## src/rtl/rob_complete.sv

```systemverilog
// rob_complete: in-order reorder buffer; dispatch alloc (i_alloc_*, o_alloc_tag, o_rob_full), 3 FU completions (i_cmp_*), registered retire (o_ret_*), o_count, i_flush clears
module rob_complete #(
  parameter int DEPTH = 16,
  parameter int TAG_W = $clog2(DEPTH)
) (
  input  logic             i_clk,
  input  logic             i_rst,
  input  logic             i_flush,
  input  logic             i_alloc_valid,
  input  logic [4:0]       i_alloc_rd,
  input  logic             i_alloc_wen,
  output logic [TAG_W-1:0] o_alloc_tag,
  output logic             o_rob_full,
  input  logic             i_cmp_valid  [0:2],
  input  logic [TAG_W-1:0] i_cmp_tag    [0:2],
  input  logic [31:0]      i_cmp_result [0:2],
  output logic             o_ret_valid,
  output logic [TAG_W-1:0] o_ret_tag,
  output logic [4:0]       o_ret_rd,
  output logic             o_ret_wen,
  output logic [31:0]      o_ret_data,
  output logic [TAG_W:0]   o_count
);
  logic             busy     [DEPTH];
  logic             done     [DEPTH];
  logic [4:0]       rd       [DEPTH];
  logic             wen      [DEPTH];
  logic [31:0]      data     [DEPTH];
  logic             hit      [DEPTH];
  logic [31:0]      hit_data [DEPTH];
  logic [TAG_W-1:0] head, tail;
  logic [TAG_W:0]   count;
  logic             alloc, retire;
  assign o_rob_full  = count == (TAG_W+1)'(DEPTH);
  assign o_alloc_tag = tail;
  assign o_count     = count;
  assign alloc       = i_alloc_valid && !o_rob_full;
  assign retire      = busy[head] && done[head];
  always_comb begin
    for (int i = 0; i < DEPTH; i++) begin
      hit[i] = 1'b0;
      hit_data[i] = '0;
      for (int p = 2; p >= 0; p--)
        if (i_cmp_valid[p] && i_cmp_tag[p] == TAG_W'(i) && busy[i]) begin
          hit[i] = 1'b1;
          hit_data[i] = i_cmp_result[p];
        end
    end
  end
  always_ff @(posedge i_clk) begin
    if (i_rst || i_flush) begin
      head        <= '0;
      tail        <= '0;
      count       <= '0;
      o_ret_valid <= 1'b0;
      o_ret_tag   <= '0;
      o_ret_rd    <= '0;
      o_ret_wen   <= 1'b0;
      o_ret_data  <= '0;
      for (int i = 0; i < DEPTH; i++) begin
        busy[i] <= 1'b0;
        done[i] <= 1'b0;
        rd[i]   <= '0;
        wen[i]  <= 1'b0;
        data[i] <= '0;
      end
    end else begin
      head        <= head + TAG_W'(retire);
      tail        <= tail + TAG_W'(alloc);
      count       <= count + (TAG_W+1)'(alloc) - (TAG_W+1)'(retire);
      o_ret_valid <= retire;
      o_ret_tag   <= retire ? head : '0;
      o_ret_rd    <= retire ? rd[head] : '0;
      o_ret_wen   <= retire && wen[head];
      o_ret_data  <= retire ? data[head] : '0;
      for (int i = 0; i < DEPTH; i++) begin
        if (retire && head == TAG_W'(i)) begin
          busy[i] <= 1'b0;
          done[i] <= 1'b0;
        end else if (alloc && tail == TAG_W'(i)) begin
          busy[i] <= 1'b1;
          done[i] <= 1'b0;
          rd[i]   <= i_alloc_rd;
          wen[i]  <= i_alloc_wen;
          data[i] <= '0;
        end else if (hit[i]) begin
          done[i] <= 1'b1;
          data[i] <= hit_data[i];
        end
      end
    end
  end
endmodule

```

## config.mk

```make
export PLATFORM = sky130hd
export DESIGN_NAME = rob_complete
export DESIGN_NICKNAME = d
export VERILOG_FILES = /design/src/rtl/rob_complete.sv
export SDC_FILE = /design/constraint.sdc
export NUM_CORES = 2
export LEC_CHECK = 0
export ABC_CLOCK_PERIOD_IN_PS = 6050
export BUFFER_PORTS_ARGS = -buffer_cell sky130_fd_sc_hd__clkbuf_2
export CORE_ASPECT_RATIO = 2
export CORE_UTILIZATION = 40
export DETAILED_ROUTE_END_ITERATION = 8
export GPL_TIMING_DRIVEN = 0
export PLACE_DENSITY_LB_ADDON = 0.08
export SLEW_MARGIN = 25
export SYNTH_ARGS = -nofsm -noshare
export SYNTH_HDL_FRONTEND = slang
export SYNTH_SLANG_ARGS = --single-unit
```

## constraint.sdc

```tcl
create_clock -name i_clk -period 6.05 [get_ports i_clk]
set_clock_uncertainty 0.15 [all_clocks]
set_input_delay 1.21 -clock i_clk [delete_from_list [all_inputs] [get_ports i_clk]]
set_output_delay 1.21 -clock i_clk [all_outputs]
set_load 0.1 [all_outputs]
```

==> summary.txt <==
CTS
  – CTS Buffer Depth: 3
  – H-tree lvl count: 3
  – CTS tree: yes
  – Inserted Clock Buffers: 70
  – Root Buffer: clkbuf_16
  – CTS sink cnt: 696
  – CTS clock-pin slew for the worst setup and hold paths: around 0.07 ns
  – # resized after CTS: 0
  – Post-cts hold buffer count: 0
  – Setup bufs post-CTS: 0
  – Clk Latency, worst-skew pair: roughly 0.71 ns

Floorplan
  – IO Pins: 174
  – Die Area: 101400 um2
  – Rows: roughly 160
  – Initial Utilization: 40.45%
  – Die height: 449.3 um
  – Die width: between 200 and 250 um
  – Core ar.: 98910 um2

Route
  – Residual DRC: 2
  – Via count: 38780
  – Routed Antenna Nets: 0
  – Routed WL: 231100 um
  – TritonRoute pass-1 iters: 9
  – Avg WL per Cell: 43.73 um
  – 1st-iter DRT viols: 6036
  – Vias per cell: 7.337

Power and ir drop
  – Sw power: 3.034 mW
  – PwrDens: 246.8 nW/um2
  – Reg power frac: around half
  – Combinational fraction of design power: a little under a tenth
  – Max VDD drop: ~0.00023 V
  – Switching share of total power: 26.77%
  – Internal power: 8.301 mW
  – Leakage power total: approximately 15 nW
  – Clock share of power: between 40% and 50%
  – Pwr Total: 11.33 mW

Critical path
  – Reg2Reg Launch Point: head[1]
  – Critical path startpoint category: input pin
  – Crit Path Class: in2reg
  – Critical path peak fanout: 10
  – Required time of the worst setup path: between 6 and 7 ns
  – Worst path arrival time: 5.06 ns
  – CP startpoint: i_cmp_tag[9]
  – Worst setup EP type: flop

Global route
  – Vias in the first global route: between 30000 and 40000
  – Initial antenna violation count: 16
  – Largest net degree at the start of global routing: 18
  – Gr ovfl total: 0
  – Global-route wire length before repair: 308800 um
  – Total track usage: a little under half

Status
  – Violated checks: DRC
  – Run status: finished with violations

Synthesis
  – Post-synth EDFFs: 640
  – Dominant synthesized flop cell: edfxtp_1
  – Synth cell types: 58
  – Ys async rst share: 0%
  – Yosys top cell by area: edfxtp_1
  – Mapped cell area: around 40000 um2
  – Syn nets: between 3000 and 4000
  – Post-synth top area share: approximately half
  – Synth top area cells: edfxtp_1 48%, a221oi_1 11%, mux4_2 8.6%, nor2_1 6.0%, nor4_1 5.0%
  – Syn Area/Cell: 10.84 um2
  – Synth Warn #: 0
  – Register bit total from synthesis: 696
  – Cells after Synth: 3690
  – Sequential area share after synthesis: between 50% and 60%

Layout
  – Register area: 20340 um2
  – Area Growth Syn to Fin: 14.80%
  – Fillcell total: 9391
  – Post-layout nets: between 4000 and 5000
  – Share of layout cells above drive strength 1: between 10 and 15%
  – Fin area: 45930 um2
  – Most common cell after layout, fill and taps aside: edfxtp_1
  – Commonest non-fill, non-tap cells in the layout: 640 x edfxtp_1, 635 x nor2_1, 480 x a221oi_1
  – Final Core Density: 46.43%
  – Multi-input logic area: 17420 um2

Timing
  – Hold Vio Cnt, Final: 0
  – Fin crit share: 80.10%
  – Worst-margin pin slew: 1.203 ns
  – Min Hold Slack: 0.4352 ns
  – RSZ-0062 raised after global routing: no
  – Slew margin rel.: 19.78%
  – F_max: 206.3 MHz
  – Crit path time final: 4.846 ns
  – Setup Viol. Count Final: 0
  – Fin. max-slew vios: 0

Min path
  – HP Start: head[1]
  – Type of the tightest min-delay check: reg2reg

Place
  – Dpl hpwl: 167500 um
  – Dpl cell area: 43420 um2
  – IO Port Bufs: between 70 and 80
  – Gp weighted congestion: ~1.1

Job
  – Max-cap violations: 0
## Yosys cell counts (9+ instances only)
| cell | number |
|---|---|
| nor4_1 | 320 |
| clkbuf_1 | 377 |
| nand3_1 | 47 |
| a311oi_1 | 35 |
| a21oi_1 | 29 |
| nand4_1 | 10 |
| buf_1 | 109 |
| a221oi_1 | 480 |
| o22ai_1 | 38 |
| and2_1 | 28 |
| dfxtp_1 | 56 |
| inv_1 | 63 |
| mux2i_1 | 84 |
| a31oi_1 | 9 |
| ha_1 | 10 |
| mux4_2 | 152 |
| nor3_1 | 256 |
| nand2_1 | 48 |
| nor3_2 | 11 |
| edfxtp_1 | 640 |
| and3_1 | 30 |
| nor2_1 | 635 |
| buf_2 | 100 |
## layer usage
layer	vias up	global-route usage, %	wire [um]
li1	15050	-	-
met1	18830	44.89	69340
met2	3519	71.44	105800
met3	1369	15.02	24300
met4	14	48.61	31390
met5	-	1.320	262
## worst paths after layout
check	to	cells past startpoint	slack [ns]
worst min-delay path	head[1]	2	0.44
worst min register to register	head[1]	2	0.44
worst max register to register	data[8][27]	7	1.49
worst max-delay path	data[5][31]	8	1.20
## power groups by stage
stage	Clock (mW)	Sequential (mW)	Combinational [mW]
after CTS	4.74	5.51	0.992
after global routing	4.88	5.52	1.05
after detailed placement	0	5.61	0.990
after floorplan	0	5.60	0.464
after global placement	0	5.63	0.890
final	4.77	5.51	1.06
## area by class of cell
cell class | instances | share of cell area, %
clock buffers | 93 | 4.275
well taps | 1320 | 3.596
plain buffers | 591 | 5.193
repair buffers | 118 | 3.144
multi-input cells | 2338 | 37.94
clock inverters | 36 | 0.8827
flip-flops and latches | 696 | 44.29
diodes | 28 | 0.1526
inverters | 65 | 0.5312
## critical path: stages
cell      delay [ns]
clkbuf_2        0.15
clkbuf_1        0.29
nor2_1          0.49
and3_1          0.22
clkbuf_1        0.82
clkbuf_1        0.86
a221oi_1        0.11
nor4_1          0.89
## state kept, by name, summed over array words and instances (netlist names), 4 cells and up
register	cells
busy	16
data	512
done	16
head	4
o_alloc_tag	4
o_count	5
o_ret_data	32
o_ret_rd	5
o_ret_tag	4
rd	80
wen	16
## logic make-up (layout without fill, tap and decap cells)
logic type                 after synthesis  count (layout)  share of synthesized area [%]
xor gates and xnor gates                 6               6                         0.1314
adders and majority gates               11              11                         0.3628
DFF                                    696             696                          50.84
and+or+nand+nor                       1446            1446                          17.76
muxes                                  238             238                          10.71
AOI/OAI and AO/OA                      637             637                          13.69
buffers and inverters                  656             903                          6.508
other                                    0              28                              0
## stage by stage
stage	setup WS (ns)	setup TNS, ns	instances
6_report	1.204	0	5285
5_1_grt	1.199	0	5260
4_1_cts	1.532	0	5257
3_5_place_dp	0.8185	0	5128
3_3_place_gp	-2.674	-1092.89	5086
2_1_floorplan	0.8633	0	3690
(Power assumes the default switching activity.)
